==> src/rtl/audio_pkg.sv <==
// Shared types and helpers for the strobe period meter and other strobe consumers.
package audio_pkg;

  typedef enum logic [1:0] {
    IDLE    = 2'd0,
    ARM     = 2'd1,
    MEASURE = 2'd2
  } meas_state_t;

  // Largest value an unsigned counter of the given width can hold.
  function automatic int unsigned cnt_max(input int unsigned bitlen);
    return (32'd1 << bitlen) - 32'd1;
  endfunction

endpackage

==> src/rtl/strobe_period_meter_rise_detect.sv <==
// Rising-edge detector for a strobe; with STROBE_SYNC_EN defined the strobe
// first passes a 2-flop synchronizer (adds 2 cycles of edge latency).
module rise_detect (
  input  logic i_clk,
  input  logic i_rst_n,
  input  logic i_strobe,
  output logic o_rise
);

  logic w_strobe_q;
  logic r_prev;

`ifdef STROBE_SYNC_EN
  logic r_sync1;
  logic r_sync2;

  always_ff @(posedge i_clk or negedge i_rst_n) begin
    if (!i_rst_n) begin
      r_sync1 <= 1'b0;
      r_sync2 <= 1'b0;
    end else begin
      r_sync1 <= i_strobe;
      r_sync2 <= r_sync1;
    end
  end

  assign w_strobe_q = r_sync2;
`else
  assign w_strobe_q = i_strobe;
`endif

  always_ff @(posedge i_clk or negedge i_rst_n) begin
    if (!i_rst_n) begin
      r_prev <= 1'b0;
    end else begin
      r_prev <= w_strobe_q;
    end
  end

  assign o_rise = w_strobe_q & ~r_prev;

endmodule

==> src/rtl/strobe_period_meter.sv <==
// Measures cycles between strobe rising edges minus one; valid pulses one cycle
// after the sampled rise. Optional input synchronizer under STROBE_SYNC_EN.
module strobe_period_meter #(
  parameter int BITLEN = 8
) (
  input  logic              clk,
  input  logic              n_rst,
  input  logic              strobe_in,
  input  logic              meas_en,
  output logic [BITLEN-1:0] period_out,
  output logic              period_valid,
  output logic              period_stable,
  output logic              overflow
);
  import audio_pkg::*;

  localparam logic [BITLEN-1:0] CNT_MAX = BITLEN'(cnt_max(BITLEN));

  logic              w_rise;
  meas_state_t       r_state;
  logic [BITLEN-1:0] r_cnt;
  logic [BITLEN-1:0] r_period;
  logic              r_valid;
  logic              r_stable;
  logic              r_ovf;
  logic              r_have_prev;

  rise_detect u_rise_detect (
    .i_clk    (clk),
    .i_rst_n  (n_rst),
    .i_strobe (strobe_in),
    .o_rise   (w_rise)
  );

  always_ff @(posedge clk or negedge n_rst) begin
    if (!n_rst) begin
      r_state     <= IDLE;
      r_cnt       <= '0;
      r_period    <= '0;
      r_valid     <= 1'b0;
      r_stable    <= 1'b0;
      r_ovf       <= 1'b0;
      r_have_prev <= 1'b0;
    end else begin
      r_valid <= 1'b0;
      // Disable wins over a simultaneous rise; period_out is kept.
      if (!meas_en) begin
        r_state     <= IDLE;
        r_cnt       <= '0;
        r_stable    <= 1'b0;
        r_ovf       <= 1'b0;
        r_have_prev <= 1'b0;
      end else begin
        unique case (r_state)
          IDLE: begin
            r_cnt       <= '0;
            r_stable    <= 1'b0;
            r_ovf       <= 1'b0;
            r_have_prev <= 1'b0;
            r_state     <= ARM;
          end
          ARM: begin
            if (w_rise) begin
              r_cnt   <= '0;
              r_state <= MEASURE;
            end
          end
          MEASURE: begin
            if (w_rise) begin
              r_period    <= r_cnt;
              r_valid     <= 1'b1;
              r_stable    <= r_have_prev && (r_cnt == r_period);
              r_have_prev <= 1'b1;
              r_ovf       <= 1'b0;
              r_cnt       <= '0;
            end else if (r_cnt == CNT_MAX) begin
              // Gap too long to represent: drop the partial count and re-arm.
              r_ovf       <= 1'b1;
              r_stable    <= 1'b0;
              r_have_prev <= 1'b0;
              r_cnt       <= '0;
              r_state     <= ARM;
            end else begin
              r_cnt <= r_cnt + BITLEN'(1);
            end
          end
          default: begin
            r_state <= IDLE;
          end
        endcase
      end
    end
  end

  assign period_out    = r_period;
  assign period_valid  = r_valid;
  assign period_stable = r_stable;
  assign overflow      = r_ovf;

endmodule

==> config.mk <==
export PLATFORM = sky130hd
export DESIGN_NAME = strobe_period_meter
export DESIGN_NICKNAME = d
export VERILOG_FILES = /design/src/rtl/audio_pkg.sv /design/src/rtl/strobe_period_meter_rise_detect.sv /design/src/rtl/strobe_period_meter.sv
export SDC_FILE = /design/constraint.sdc
export NUM_CORES = 1
export LEC_CHECK = 0
export BUFFER_PORTS_ARGS = -buffer_cell sky130_fd_sc_hd__buf_4
export CAP_MARGIN = 15
export CORE_MARGIN = 2
export CORE_UTILIZATION = 55
export DETAILED_ROUTE_END_ITERATION = 16
export GPL_TIMING_DRIVEN = 0
export HOLD_SLACK_MARGIN = 0.15
export PLACE_DENSITY = 0.86
export SYNTH_ARGS = -nofsm -noshare
export SYNTH_HDL_FRONTEND = slang
export SYNTH_HIERARCHICAL = 1
export SYNTH_SLANG_ARGS = --single-unit
==> constraint.sdc <==
create_clock -name clk -period 2.87 [get_ports clk]
set_clock_uncertainty 0.05 [all_clocks]
set_input_delay 0.4305 -clock clk [delete_from_list [all_inputs] [get_ports clk]]
set_output_delay 0.4305 -clock clk [all_outputs]
set_load 0.005 [all_outputs]
After elaboration in Yosys (flattened, before gate mapping)
Index checks and enable logic that the tools add are counted.
W data, S select, Z words.
{"block": "totals", "latch_bits": 0, "ram_bits": 0, "reg_bits": 23, "n_memories": 0, "input_bits": 4, "output_inout_bits": 11, "elab_cells": 51, "mem_bits_ro": 0}
{"block": "op_classes", "n_addsub": 1, "shifts": 0, "multipliers": 0, "order_cmp": 0, "reduce_logical": 6, "muxes": 24, "div": 0, "eq_ne": 10, "bitwise_logic": 2}
{"operator": "$mux W8", "n": 4}
{"operator": "$pmux W8 S3", "n": 1}
{"operator": "$mux W1", "n": 11}
{"operator": "$add A8 B1 Y8 const B", "n": 1}
{"operator": "$eq A8 B8 Y1", "n": 1}
{"operator": "$eq A8 B8 Y1 const B", "n": 1}
{"operator": "$mux W2", "n": 4}
{"operator": "$ne A3 B3 Y1 const B", "n": 2}
{"operator": "$pmux W1 S2", "n": 3}
{"operator": "$pmux W2 S3", "n": 1}
{"operator": "$reduce_and A3 Y1", "n": 2}
{"operator": "$ne A4 B1 Y1 const B", "n": 1}
{"operator": "$ne A4 B3 Y1 const B", "n": 1}
{"operator": "$reduce_and A2 Y1", "n": 2}
{"operator": "$ne A3 B1 Y1 const B", "n": 1}
{"operator": "$ne A3 B2 Y1 const B", "n": 1}
{"operator": "$eq A2 B1 Y1 const B", "n": 1}
{"operator": "$eq A2 B2 Y1 const B", "n": 1}
{"operator": "$logic_not A2 Y1", "n": 1}
{"operator": "$and A1 B1 Y1", "n": 1}
{"operator": "$logic_and A1 B1 Y1", "n": 1}
{"operator": "$not A1 Y1", "n": 1}

Depth between registers and ports, before layout
Gate-level depths: netlist (run 1).
{"block": "logic_depth", "ltp_word": 5, "depth_mapped": 5, "mapped_depth_nobuf": 5}

Cells and area by module
The synthesis (run 1) kept the hierarchy.
{"module": "strobe_period_meter", "seq_area_each_um2": 550.5, "area_per_inst_um2": 1101.1, "cells_each": 117, "instances": 1}
{"module": "rise_detect", "seq_area_each_um2": 25.0, "area_per_inst_um2": 38.8, "cells_each": 2, "instances": 1}

Worst setup path before layout (run 1)
OpenSTA, ideal clock, no wires.
{"block": "synth_path", "path_kind": "in2reg", "from": "input strobe_in", "to": "register r_cnt[5]", "required_time_ps": 2698, "path_slack_ps": 1418, "cell_stages": 5, "setup_time_ps": 122, "path_buffers": 0, "arrival_time_ps": 1281, "cell_sequence": "nor2b_4 > and4bb_2 > o21ai_0 > o21ai_0 > a32o_1"}
{"block": "synth_between", "elab_chain_cells": 4, "word_cells_on_any_way": 6, "classes_between": "1 x eq/ne; 3 x mux; 1 x bitwise; 1 x reduce/logical"}
{"element": "start: declaration", "line_no": "strobe_period_meter.sv:8", "source": "input logic strobe_in,"}
{"element": "$and A1 B1 Y1 *", "line_no": "strobe_period_meter_rise_detect.sv:40", "source": "assign o_rise = w_strobe_q & ~r_prev;"}
{"element": "$mux W8", "line_no": "strobe_period_meter.sv:69", "source": "if (w_rise) begin"}
{"element": "$pmux W8 S3", "line_no": "strobe_period_meter.sv:54", "source": "unique case (r_state)"}
{"element": "$mux W8", "line_no": "strobe_period_meter.sv:47", "source": "if (!meas_en) begin"}
{"element": "end signal: assignment", "line_no": "strobe_period_meter.sv:84", "source": "r_cnt <= r_cnt + BITLEN'(1);"}
{"element": "end: declaration", "line_no": "strobe_period_meter.sv:21", "source": "logic [BITLEN-1:0] r_cnt;"}
Mark *: on every way between the ends. The rest lies on a longest branch, timed or not.
A chain may end at the register's enable or synchronous reset.

Final worst setup path (run 1)
{"block": "layout_path", "from": "register r_cnt[0]", "to": "register r_state[1]"}
{"block": "layout_between", "elab_chain_cells": 3}
{"element": "$eq A8 B8 Y1", "line_no": "strobe_period_meter.sv:76", "source": "end else if (r_cnt == CNT_MAX) begin"}
{"element": "$ne A3 B3 Y1 (no source line)"}
{"element": "$reduce_and A3 Y1 (no source line)"}
{"element": "end signal: assignment", "line_no": "strobe_period_meter.sv:65", "source": "r_state <= MEASURE;"}
{"element": "end signal: assignment", "line_no": "strobe_period_meter.sv:82", "source": "r_state <= ARM;"}
{"element": "end signal: assignment", "line_no": "strobe_period_meter.sv:88", "source": "r_state <= IDLE;"}
{"element": "end: declaration", "line_no": "strobe_period_meter.sv:20", "source": "meas_state_t r_state;"}
No other way between the ends.

==> tab_implementation.tex, run 1 <==
\begin{tabular}{lr}
\hline
Metric & Value \\
\hline
\multicolumn{2}{l}{\textbf{Timing}} \\
Post-Route Setup TNS & 0 ns \\
Max Slew Vio Count & 0 \\
Fmax & 621.2 MHz \\
Min Clock Period, post-route & 1.610 ns \\
Final setup fails & 0 \\
Worst slew margin relative to its limit & 78.87\% \\
Endpoints failing hold & 0 \\
Transition time at the pin with the least slew margin & 0.3141 ns \\
Setup repair after global routing missed its margin & false \\
Period utilisation layout & 56.09\% \\
\multicolumn{2}{l}{\textbf{Cells and area}} \\
Number of nets at the end of the flow & 144 \\
Proportion of layout cells with a drive suffix above 1 & 21.01\% \\
Filler Cells Inserted & 185 \\
Post-layout utilization of the core & 67.09\% \\
Post-layout instance area & 1316 um2 \\
Final non-filler cell total & 165 \\
Area growth from synthesis to layout & 15.48\% \\
N\_diodes & 0 \\
\multicolumn{2}{l}{\textbf{CTS}} \\
Max H-tree Level & 1 \\
CTS tree & built \\
Largest buffer count on any clock path & 2 \\
Worst skew pair latency & 0.31 ns \\
Clock transition at the register clock pins on the worst setup and hold paths after CTS & 0.13 ns \\
Number of sinks handled by clock tree synthesis & 23 \\
Root cell of the clock tree & sky130\_fd\_sc\_hd\_\_clkbuf\_4 \\
Number of buffers created by CTS & 3 \\
Buffer count from post-CTS setup fixing & 0 \\
Number of gates resized after cts & 0 \\
Post-cts hold buffer count & 1 \\
\multicolumn{2}{l}{\textbf{Synthesis}} \\
Fraction of synthesized cell area taken by the top area cell type & 50.49\% \\
Sequential element share of the synthesized area & 50.49\% \\
Number of nets produced by synthesis & 124 \\
Post-Synthesis Cells & 119 \\
Most common cell in the synthesized netlist & sky130\_fd\_sc\_hd\_\_nand2\_1 \\
Leading register cell type out of synthesis & sky130\_fd\_sc\_hd\_\_dfrtp\_1 \\
Fraction of synthesized area in multiplexers & 0\% \\
Synth Area in XOR/XNOR & 6.147\% \\
Synthesized-area fraction occupied by adder cells & 1.098\% \\
Top cells by count, synth & sky130\_fd\_sc\_hd\_\_nand2\_1 (31), sky130\_fd\_sc\_hd\_\_dfrtp\_1 (23), sky130\_fd\_sc\_hd\_\_o21ai\_0 (13), sky130\_fd\_sc\_hd\_\_nor2\_1 (7) \\
Count of flip-flops with a built-in enable after synthesis & 0 \\
Average footprint of a synthesized cell & 9.579 um2 \\
Main combinational cell family by area after synthesis & simple AND/OR/NAND/NOR gates \\
Summed instance area of the synthesized netlist & 1140 um2 \\
Yosys top cell by area & sky130\_fd\_sc\_hd\_\_dfrtp\_1 \\
Register bit total from synthesis & 23 \\
Cell types occupying the most area after synthesis & sky130\_fd\_sc\_hd\_\_dfrtp\_1 (50\%), sky130\_fd\_sc\_hd\_\_nand2\_1 (10\%), sky130\_fd\_sc\_hd\_\_o21ai\_0 (5.7\%), sky130\_fd\_sc\_hd\_\_xnor2\_1 (3.1\%), sky130\_fd\_sc\_hd\_\_xor2\_1 (3.1\%) \\
Post-synth cell types & 34 \\
Ys Warns & 6 \\
Compound-gate portion of the synthesized area & 13.50\% \\
Area fraction in and, or, nand and nor cells after synthesis & 27.00\% \\
Share of synthesized registers carrying an async set or reset & 100.0\% \\
\multicolumn{2}{l}{\textbf{Worst hold path}} \\
Kind of path behind the tightest hold check & primary input to flip-flop \\
\multicolumn{2}{l}{\textbf{Route}} \\
Detailed-route vias per instance & 5.612 \\
Drt total wl & 2260 um \\
DR vias & 926 \\
1st-pass router iterations & 4 \\
Wire length per cell after detailed routing & 13.70 um \\
DRC violation count after routing & 0 \\
Number of DRC markers after the initial detailed-route iteration & 15 \\
Final ANT Viol Nets & 0 \\
\multicolumn{2}{l}{\textbf{Placement}} \\
Cell count after placement & 160 \\
Input/output buffers & 14 \\
Placed wire-length estimate & 1646 um \\
Final weighted congestion of routability-driven global placement & 0.8110 \\
Placed cell area & 1279 um2 \\
\multicolumn{2}{l}{\textbf{Pwr}} \\
Overall power after layout & 0.5122 mW \\
Power density over the cells & 389.1 nW/um2 \\
Largest vdd supply drop & 0.0002634 V \\
Leakage power & 0.6892 nW \\
\multicolumn{2}{l}{\textbf{Die}} \\
Initial standard-cell utilization of the core & 58.10\% \\
Area of the core region & 1962 um2 \\
I/O pin count & 15 \\
Die boundary width & 49.53 um \\
Die Outline Area & 2453 um2 \\
Row count & 16 \\
Vert. Die Dim & 49.53 um \\
\multicolumn{2}{l}{\textbf{Critical path}} \\
Buffers \& Inverters on Critical Path & 0 \\
Peak per-stage delay on the critical path & 0.50 ns \\
Crit path max-delay cell type & sky130\_fd\_sc\_hd\_\_dfrtp\_1 \\
Req. time, crit path & 3.03 ns \\
Element type at the critical path end & flip-flop \\
Critical Path AT & 1.77 ns \\
Critical path type & flip-flop to flip-flop \\
Critical Path, Cell by Cell & ha\_1 > nand3\_1 > or3\_1 > a21oi\_1 > nor2b\_1 \\
Crit path launch type & flip-flop \\
Critical path's top delay family & simple AND/OR/NAND/NOR gates \\
Max Fanout on Critical Path & 7 \\
\multicolumn{2}{l}{\textbf{GRT}} \\
Global-route wire length before repair & 4008 um \\
Sum of overflow across all layers after global routing & 0 \\
GRT Util Overall & 21.08\% \\
Number of global-route vias before repair & 918 \\
Initial antenna violation count & 0 \\
Largest net degree at the start of global routing & 24 \\
\multicolumn{2}{l}{\textbf{Run}} \\
Number of maximum-capacitance violations & 0 \\
\multicolumn{2}{l}{\textbf{Outcome}} \\
Run status & finished, final reports clean \\
\hline
\end{tabular}
## worst reg2reg max path, delay by kind of cell (launching register included)
kind                       cells  cell delay [ns]
and+or+nand+nor                3             0.55
adders and majority gates      1             0.25
DFF                            1             0.50
AOI/OAI and AO/OA              1             0.15
## worst paths after layout
kind | startpoint | to | slack [ns] | depth (start not counted)
max | r_cnt[0]$_DFFE_PN0P_ | r_state[1]$_DFFE_PN0P_ | 1.26 | 5
min | strobe_in | u_rise_detect/r_prev$_DFF_PN0_ | 0.18 | 1
max reg2reg | r_cnt[0]$_DFFE_PN0P_ | r_state[1]$_DFFE_PN0P_ | 1.26 | 5
min in group asynchronous | n_rst | r_cnt[5]$_DFFE_PN0P_ | 0.47 | 2
min reg2reg | overflow$_DFFE_PN0P_ | overflow$_DFFE_PN0P_ | 0.47 | 1
max in group asynchronous | n_rst | overflow$_DFFE_PN0P_ | 2.07 | 2
## layout make-up
cell class,count,area (um2),area share [%]
multi-input combinational,92,544.3,41.35
sequential,23,575.6,43.73
clock inverter,1,5.005,0.3802
inverter,1,5.005,0.3802
buffer,3,15.01,1.141
tap,27,33.78,2.567
timing repair buffer,15,115.1,8.745
clock buffer,3,22.52,1.711
## metal layers
layer	track usage, %	vias up	share of wire [%]
met1	27.94	439	44
met4	5.556	0	0.84
met3	2.727	3	5.5
li1	-	446	-
met2	36.44	38	50
met5	0	-	0
## report_power, final
| group | leakage [nW] | total [mW] | internal [mW] | switching (mW) |
|---|---|---|---|---|
| Sequential | 0.316 | 0.332 | 0.328 | 0.00433 |
| Combinational | 0.355 | 0.0309 | 0.0133 | 0.0176 |
| Clock | 0.0177 | 0.149 | 0.0521 | 0.0969 |
| Total | 0.689 | 0.512 | 0.393 | 0.119 |
## state kept, by name, summed over array words and instances, names as in the netlist
register and cells:
period_stable 1, r_have_prev 1, period_out 8, r_cnt 8, period_valid 1, u_rise_detect/r_prev 1
r_state 2, overflow 1
## cells in the final DEF, fill, tap and decap left out, drive strengths merged
master,n
a21oi,4
a22o,1
a31oi,3
a32o,1
and2,2
and2b,1
and3,3
and4bb,1
buf,15
clkbuf,5
clkinv,2
dfrtp,23
dlygate4sd3,1
ha,1
nand2,31
nand2b,1
nand3,4
nand4,2
nand4b,1
nand4bb,1
nor2,7
nor2b,2
nor4,1
o21a,2
o21ai,13
o22a,1
or3,1
xnor2,4
xor2,4
## metrics by stage
stage          hold WS [ns]  worst slack [ns]
6_report             0.1784             1.260
5_1_grt              0.1694             1.110
4_1_cts              0.1773             1.276
3_5_place_dp         0.2893             1.192
3_3_place_gp         0.2850             1.222
2_1_floorplan       0.08491             1.418
## logic make-up (layout without fill, tap and decap cells)
logic type / count (synthesis) / count (layout)
AOI/OAI and AO/OA: 25 / 25
xor gates and xnor gates: 8 / 8
adders and majority gates: 1 / 1
buffers and inverters: 4 / 23
DFF: 23 / 23
and+or+nand+nor: 58 / 58
Note: power is estimated with default switching activity, not from simulation.
==> run 2, diff against run 1 <==
clock period = 1.7 ns   (was 2.87 ns; I/O delays follow)
==> run 2 against run 1 <==
Against the previous run:
- critical path depth is 1 higher
- design area is 1.7% higher
- sequential share of layout area is 0.55 points lower
- utilization is 1.1 points higher
- setup slack worse by 1.1 ns
- largest cell class unchanged
- non-clock buffer count is 2 higher
- first-iteration DRC count is 80% higher
- via count is 2.1% higher
- clock-buffer cell count stayed put
- global-route usage is 0.20 points higher
- total power is 69% higher
- flip-flop and latch count stayed put
==> tab_implementation.tex, run 2 (synthesized netlist as in run 1, its figures left out) <==
\begin{tabular}{lr}
\hline
Metric & Value \\
\hline
\multicolumn{2}{l}{\textbf{Run}} \\
Number of maximum-capacitance violations & 0 (unchanged) \\
\multicolumn{2}{l}{\textbf{GRT}} \\
Initial antenna violation count & 0 (unchanged) \\
GRT Util Overall & 21.28\% (+0.20 points) \\
Global-route wire length before repair & 4057 um (+1.2\%) \\
Number of global-route vias before repair & 924 (+0.65\%) \\
Sum of overflow across all layers after global routing & 0 (unchanged) \\
Largest net degree at the start of global routing & 24 (unchanged) \\
\multicolumn{2}{l}{\textbf{Route}} \\
Detailed-route vias per instance & 5.659 (+0.83\%) \\
1st-pass router iterations & 4 (unchanged) \\
DRC violation count after routing & 0 (unchanged) \\
Wire length per cell after detailed routing & 13.71 um (+0.11\%) \\
Drt total wl & 2290 um (+1.3\%) \\
Number of DRC markers after the initial detailed-route iteration & 27 (+12) \\
Final ANT Viol Nets & 0 (unchanged) \\
DR vias & 945 (+2.1\%) \\
\multicolumn{2}{l}{\textbf{Die}} \\
Die Outline Area & 2453 um2 (unchanged) \\
Vert. Die Dim & 49.53 um (unchanged) \\
Area of the core region & 1962 um2 (unchanged) \\
I/O pin count & 15 (unchanged) \\
Initial standard-cell utilization of the core & 58.10\% (unchanged) \\
Die boundary width & 49.53 um (unchanged) \\
Row count & 16 (unchanged) \\
\multicolumn{2}{l}{\textbf{Timing}} \\
Worst hold margin & 0.2961 ns (+0.1177 ns) \\
Final setup fails & 0 (unchanged) \\
Setup repair after global routing missed its margin & false \\
Post-Route Setup TNS & 0 ns (unchanged) \\
Transition time at the pin with the least slew margin & 0.3196 ns (+0.005475 ns) \\
Min Clock Period, post-route & 1.547 ns \\
Fmax & 646.6 MHz \\
Period utilisation layout & 90.98\% \\
Worst slew margin relative to its limit & 78.50\% (-0.37 points) \\
Endpoints failing hold & 0 (unchanged) \\
Max Slew Vio Count & 0 (unchanged) \\
\multicolumn{2}{l}{\textbf{Placement}} \\
Placed wire-length estimate & 1646 um (unchanged) \\
Input/output buffers & 14 (unchanged) \\
Placed cell area & 1279 um2 (unchanged) \\
Final weighted congestion of routability-driven global placement & 0.8110 (unchanged) \\
\multicolumn{2}{l}{\textbf{Cells and area}} \\
Multi-input combinational cell area & 544.3 um2 (unchanged) \\
Sequential standard cell area & 578.1 um2 (+0.43\%) \\
Most frequent cells in the layout & sky130\_fd\_sc\_hd\_\_nand2\_1 (31), sky130\_fd\_sc\_hd\_\_dfrtp\_1 (21), sky130\_fd\_sc\_hd\_\_buf\_4 (14), sky130\_fd\_sc\_hd\_\_o21ai\_0 (13), sky130\_fd\_sc\_hd\_\_nor2\_1 (7) \\
Proportion of layout cells with a drive suffix above 1 & 22.14\% (+1.1 points) \\
Number of nets at the end of the flow & 146 (+1.4\%) \\
Area growth from synthesis to layout & 17.45\% \\
Filler Cells Inserted & 182 (-1.6\%) \\
Post-layout instance area & 1339 um2 (+1.7\%) \\
Most common cell after layout, fill and taps aside & sky130\_fd\_sc\_hd\_\_nand2\_1 \\
N\_diodes & 0 (unchanged) \\
\multicolumn{2}{l}{\textbf{Worst hold path}} \\
Kind of path behind the tightest hold check & primary input to asynchronous set/reset pin \\
\multicolumn{2}{l}{\textbf{Critical path}} \\
Most prevalent standard cell on the critical path & sky130\_fd\_sc\_hd\_\_and2\_1 \\
Critical path type & primary input to flip-flop \\
Critical Path AT & 1.71 ns (-0.06 ns) \\
Peak per-stage delay on the critical path & 0.52 ns (+0.02 ns) \\
Crit path launch type & primary input \\
Crit path max-delay cell type & sky130\_fd\_sc\_hd\_\_dlygate4sd3\_1 \\
Req. time, crit path & 1.87 ns (-1.16 ns) \\
Element type at the critical path end & flip-flop \\
Critical Path, Cell by Cell & dlygate4sd3\_1 > buf\_4 > and2\_1 > and2\_1 > nor2\_1 > a32o\_1 \\
Max Fanout on Critical Path & 6 (-1) \\
\multicolumn{2}{l}{\textbf{CTS}} \\
Clock transition at the register clock pins on the worst setup and hold paths after CTS & 0.13 ns (about the same) \\
Max H-tree Level & 1 (unchanged) \\
CTS tree & built \\
Worst skew pair latency & 0.31 ns (about the same) \\
Largest buffer count on any clock path & 2 (unchanged) \\
Root cell of the clock tree & sky130\_fd\_sc\_hd\_\_clkbuf\_4 \\
Number of sinks handled by clock tree synthesis & 23 (unchanged) \\
Number of buffers created by CTS & 3 (unchanged) \\
\multicolumn{2}{l}{\textbf{Pwr}} \\
Power density over the cells & 648.0 nW/um2 (+67\%) \\
Largest vdd supply drop & 0.0004659 V (+77\%) \\
Overall power after layout & 0.8675 mW (+69\%) \\
Leakage power & 0.6950 nW (+0.84\%) \\
\multicolumn{2}{l}{\textbf{Outcome}} \\
Run status & finished, final reports clean \\
\hline
\end{tabular}
-- run 2: layout make-up --
class,count,area share [%]
Tap cell,27,2.523
Clock inverter,1,0.3738
Buffer,3,1.121
Clock buffer,3,1.682
Timing Repair Buffer,17,10.09
Inverter,1,0.3738
Sequential cell,23,43.18
Multi-Input combinational cell,92,40.65
-- run 2: worst max-delay path: cells and delay by family --
| family | cells | cell delay [ns] |
|---|---|---|
| buf+inv | 2 | 0.65 |
| simple gates | 3 | 0.55 |
| compound gates | 1 | 0.26 |
-- run 2: final timing paths --
path / startpoint / end / slack, ns / cells past startpoint
setup / recovery: meas_en / r_cnt[5]$_DFFE_PN0P_ / 0.15 / 6
hold reg to reg: overflow$_DFFE_PN0P_ / overflow$_DFFE_PN0P_ / 0.47 / 1
min in group clk: strobe_in / r_state[1]$_DFFE_PN0P_ / 0.44 / 6
hold / removal: n_rst / r_cnt[5]$_DFFE_PN0P_ / 0.30 / 2
setup reg to reg: r_cnt[0]$_DFFE_PN0P_ / r_state[1]$_DFFE_PN0P_ / 0.15 / 5
max in group asynchronous: n_rst / r_cnt[1]$_DFFE_PN0P_ / 1.05 / 2
-- run 2: metrics by stage --
stage / instances / utilization (%) / setup WS (ns)
floorplan: 119 / - / 0.2806
global placement: 160 / 65.18 / 0.1623
detailed placement: 160 / 65.18 / 0.1527
CTS: 167 / 68.11 / 0.08984
global route: 167 / 68.24 / 0.01960
finish: 167 / 68.24 / 0.1534
-- run 2: timing repair --
action,in CTS,in global routing
resized for setup,0,3
hold endpoints to repair,25,0
hold buffers,3,0
setup endpoints to repair,0,3
setup buffers,0,0
-- run 2: layer usage --
| metal | part of all wire (%) | global-route usage (%) | wire length, um | up-vias |
|---|---|---|---|---|
| li1 | - | - | - | 450 |
| met1 | 44 | 28.95 | 1003 | 447 |
| met2 | 50 | 36.00 | 1139 | 46 |
| met3 | 5.7 | 2.727 | 131 | 2 |
| met4 | 0.66 | 5.556 | 15 | 0 |
| met5 | 0 | 0 | 0 | - |
-- run 2: power by group --
group / internal, mW / switching, mW / leakage (nW) / total (mW)
Clock: 0.0879 / 0.163 / 0.0177 / 0.251
Combinational: 0.0256 / 0.0304 / 0.365 / 0.0559
Sequential: 0.554 / 0.00734 / 0.313 / 0.561
Total: 0.667 / 0.200 / 0.695 / 0.868
==> run 3, diff against run 2 <==
CORE_UTILIZATION = 45   (was 55)
PLACE_DENSITY = 0.74   (was 0.86)
SLEW_MARGIN = 20   (was default)
==> run 3 against run 2 <==
Against the previous run:
- die area is 20% higher
- critical endpoint unchanged
- largest power group unchanged
- via count is 5.2% lower
- global-route usage is 2.7 points lower
==> tab_implementation.tex, run 3 (synthesized netlist as in run 1, its figures left out) <==
\begin{tabular}{lr}
\hline
Metric & Value \\
\hline
\multicolumn{2}{l}{\textbf{Timing}} \\
Transition time at the pin with the least slew margin & 0.3116 ns (-0.008015 ns) \\
Period utilisation layout & 92.08\% (+1.1 points) \\
Worst slew margin relative to its limit & 79.04\% (+0.54 points) \\
Fmax & 638.8 MHz (-1.2\%) \\
Endpoints failing hold & 0 (unchanged) \\
Min Clock Period, post-route & 1.565 ns (+0.01875 ns) \\
Final setup fails & 0 (unchanged) \\
Setup repair after global routing missed its margin & false \\
Post-Route Setup TNS & 0 ns (unchanged) \\
Max Slew Vio Count & 0 (unchanged) \\
\multicolumn{2}{l}{\textbf{CTS}} \\
Buffer count from post-CTS setup fixing & 0 (unchanged) \\
Worst skew pair latency & 0.33 ns (+0.02 ns) \\
Largest buffer count on any clock path & 2 (unchanged) \\
CTS tree & built \\
Number of buffers created by CTS & 3 (unchanged) \\
Clock transition at the register clock pins on the worst setup and hold paths after CTS & 0.13 ns (about the same) \\
Number of sinks handled by clock tree synthesis & 23 (unchanged) \\
Root cell of the clock tree & sky130\_fd\_sc\_hd\_\_clkbuf\_4 \\
Max H-tree Level & 1 (unchanged) \\
\multicolumn{2}{l}{\textbf{Route}} \\
DRC violation count after routing & 0 (unchanged) \\
DR vias & 896 (-5.2\%) \\
Drt total wl & 2245 um (-2.0\%) \\
Number of DRC markers after the initial detailed-route iteration & 30 (+11\%) \\
1st-pass router iterations & 4 (unchanged) \\
Wire length per cell after detailed routing & 13.21 um (-3.7\%) \\
Final ANT Viol Nets & 0 (unchanged) \\
Detailed-route vias per instance & 5.271 (-6.9\%) \\
\multicolumn{2}{l}{\textbf{Critical path}} \\
Max Fanout on Critical Path & 6 (unchanged) \\
Critical Path AT & 1.75 ns (+0.04 ns) \\
Element type at the critical path end & flip-flop \\
Crit path launch type & primary input \\
Length in cells of the worst reg-to-reg path & 5 (unchanged) \\
Startpoint of the worst setup timing path & meas\_en \\
Critical path type & primary input to flip-flop \\
Req. time, crit path & 1.88 ns (about the same) \\
Reg-to-Reg Start & u\_rise\_detect/r\_prev\$\_DFF\_PN0\_ \\
\multicolumn{2}{l}{\textbf{GRT}} \\
Gr busiest metal & met2 \\
Sum of overflow across all layers after global routing & 0 (unchanged) \\
Largest net degree at the start of global routing & 24 (unchanged) \\
GRT Util Overall & 18.58\% (-2.7 points) \\
Number of global-route vias before repair & 825 (-11\%) \\
Met2 global-route usage & 30.12\% (-5.9 points) \\
Global-route wire length before repair & 3801 um (-6.3\%) \\
Met3 GRT Util & 4.918\% (+2.2 points) \\
Initial antenna violation count & 0 (unchanged) \\
Met1 GRT Util & 23.44\% (-5.5 points) \\
\multicolumn{2}{l}{\textbf{Worst hold path}} \\
Kind of path behind the tightest hold check & primary input to asynchronous set/reset pin \\
\multicolumn{2}{l}{\textbf{Placement}} \\
Cell count after placement & 163 (+1.9\%) \\
Placed wire-length estimate & 1558 um (-5.3\%) \\
Final weighted congestion of routability-driven global placement & 0.8102 (about the same) \\
Input/output buffers & 14 (unchanged) \\
\multicolumn{2}{l}{\textbf{Run}} \\
Number of maximum-capacitance violations & 0 (unchanged) \\
\multicolumn{2}{l}{\textbf{Die}} \\
Initial standard-cell utilization of the core & 46.86\% (-11 points) \\
Area of the core region & 2432 um2 (+24\%) \\
I/O pin count & 15 (unchanged) \\
Die boundary width & 54.33 um (+9.7\%) \\
Vert. Die Dim & 54.33 um (+9.7\%) \\
Die Outline Area & 2952 um2 (+20\%) \\
Row count & 18 (+2) \\
\multicolumn{2}{l}{\textbf{Cells and area}} \\
Post-layout utilization of the core & 55.20\% (-13 points) \\
Area growth from synthesis to layout & 17.78\% \\
Final non-filler cell total & 170 (+1.8\%) \\
N\_diodes & 0 (unchanged) \\
Most frequent cells in the layout & sky130\_fd\_sc\_hd\_\_nand2\_1 (31), sky130\_fd\_sc\_hd\_\_dfrtp\_1 (21), sky130\_fd\_sc\_hd\_\_buf\_4 (14), sky130\_fd\_sc\_hd\_\_o21ai\_0 (13), sky130\_fd\_sc\_hd\_\_nor2\_1 (7) \\
Proportion of layout cells with a drive suffix above 1 & 22.14\% (unchanged) \\
Number of nets at the end of the flow & 146 (unchanged) \\
Most common cell after layout, fill and taps aside & sky130\_fd\_sc\_hd\_\_nand2\_1 \\
\multicolumn{2}{l}{\textbf{Outcome}} \\
Run status & finished, final reports clean \\
\multicolumn{2}{l}{\textbf{Pwr}} \\
Leakage power & 0.6950 nW (unchanged) \\
Largest vdd supply drop & 0.0006171 V (+32\%) \\
Overall power after layout & 0.8785 mW (+1.3\%) \\
Power density over the cells & 654.4 nW/um2 (+0.99\%) \\
\hline
\end{tabular}
run 3: cell counts in the layout (fill, tap and decap cells not counted):
Identical to the previous run, type by type.
run 3: layout make-up:
| type | instances | area [um2] |
|---|---|---|
| buffer | 3 | 15.01 |
| clock buffer | 3 | 22.52 |
| clock inverter | 1 | 5.005 |
| fill | 232 | 1090 |
| inverter | 1 | 5.005 |
| multi-input combinational | 92 | 544.3 |
| sequential | 23 | 578.1 |
| tap | 30 | 37.54 |
| timing repair buffer | 17 | 135.1 |
run 3: report_power, final:
part / total, mW / switching, mW / internal, mW
combinational: 0.0568 / 0.0312 / 0.0256
clock: 0.261 / 0.173 / 0.0884
sequential: 0.561 / 0.00701 / 0.554
total: 0.879 / 0.211 / 0.668
run 3: stage by stage:
step | hold WS, ns | worst slack (ns) | area [um2]
CTS | 0.2881 | 0.07568 | 1340
detailed placement | 0.1175 | 0.1235 | 1282
floorplan | -0.09059 | 0.2806 | 1140
global placement | 0.1131 | 0.1519 | 1282
finish | 0.2875 | 0.1347 | 1343
global route | 0.3104 | 0.008654 | 1343
run 3: path summary, 6_finish.rpt:
path	to	slack (ns)
setup reg to reg	r_cnt[5]$_DFFE_PN0P_	0.16
setup / recovery	r_cnt[5]$_DFFE_PN0P_	0.13
min in group clk	r_state[1]$_DFFE_PN0P_	0.42
max in group asynchronous	r_cnt[0]$_DFFE_PN0P_	1.05
hold reg to reg	overflow$_DFFE_PN0P_	0.46
hold / removal	r_cnt[4]$_DFFE_PN0P_	0.29
run 3: critical path, stage by stage:
cell and delay, ns:
sky130_fd_sc_hd__dlygate4sd3_1 0.52, sky130_fd_sc_hd__buf_4 0.13, sky130_fd_sc_hd__and2_1 0.24, sky130_fd_sc_hd__and2_1 0.28, sky130_fd_sc_hd__nor2_1 0.07, sky130_fd_sc_hd__a32o_1 0.25
run 3: per-layer routing:
layer | wire (um) | up-vias
li1 | - | 449
met1 | 1078 | 428
met2 | 1050 | 14
met3 | 69 | 5
met4 | 46 | 0
met5 | 0 | -
run 3: what timing repair did:
action | in CTS | in global routing
hold buffers | 3 | 0
gates resized for setup | 0 | 3
hold endpoints to repair | 25 | 0
setup endpoints to repair | 0 | 2
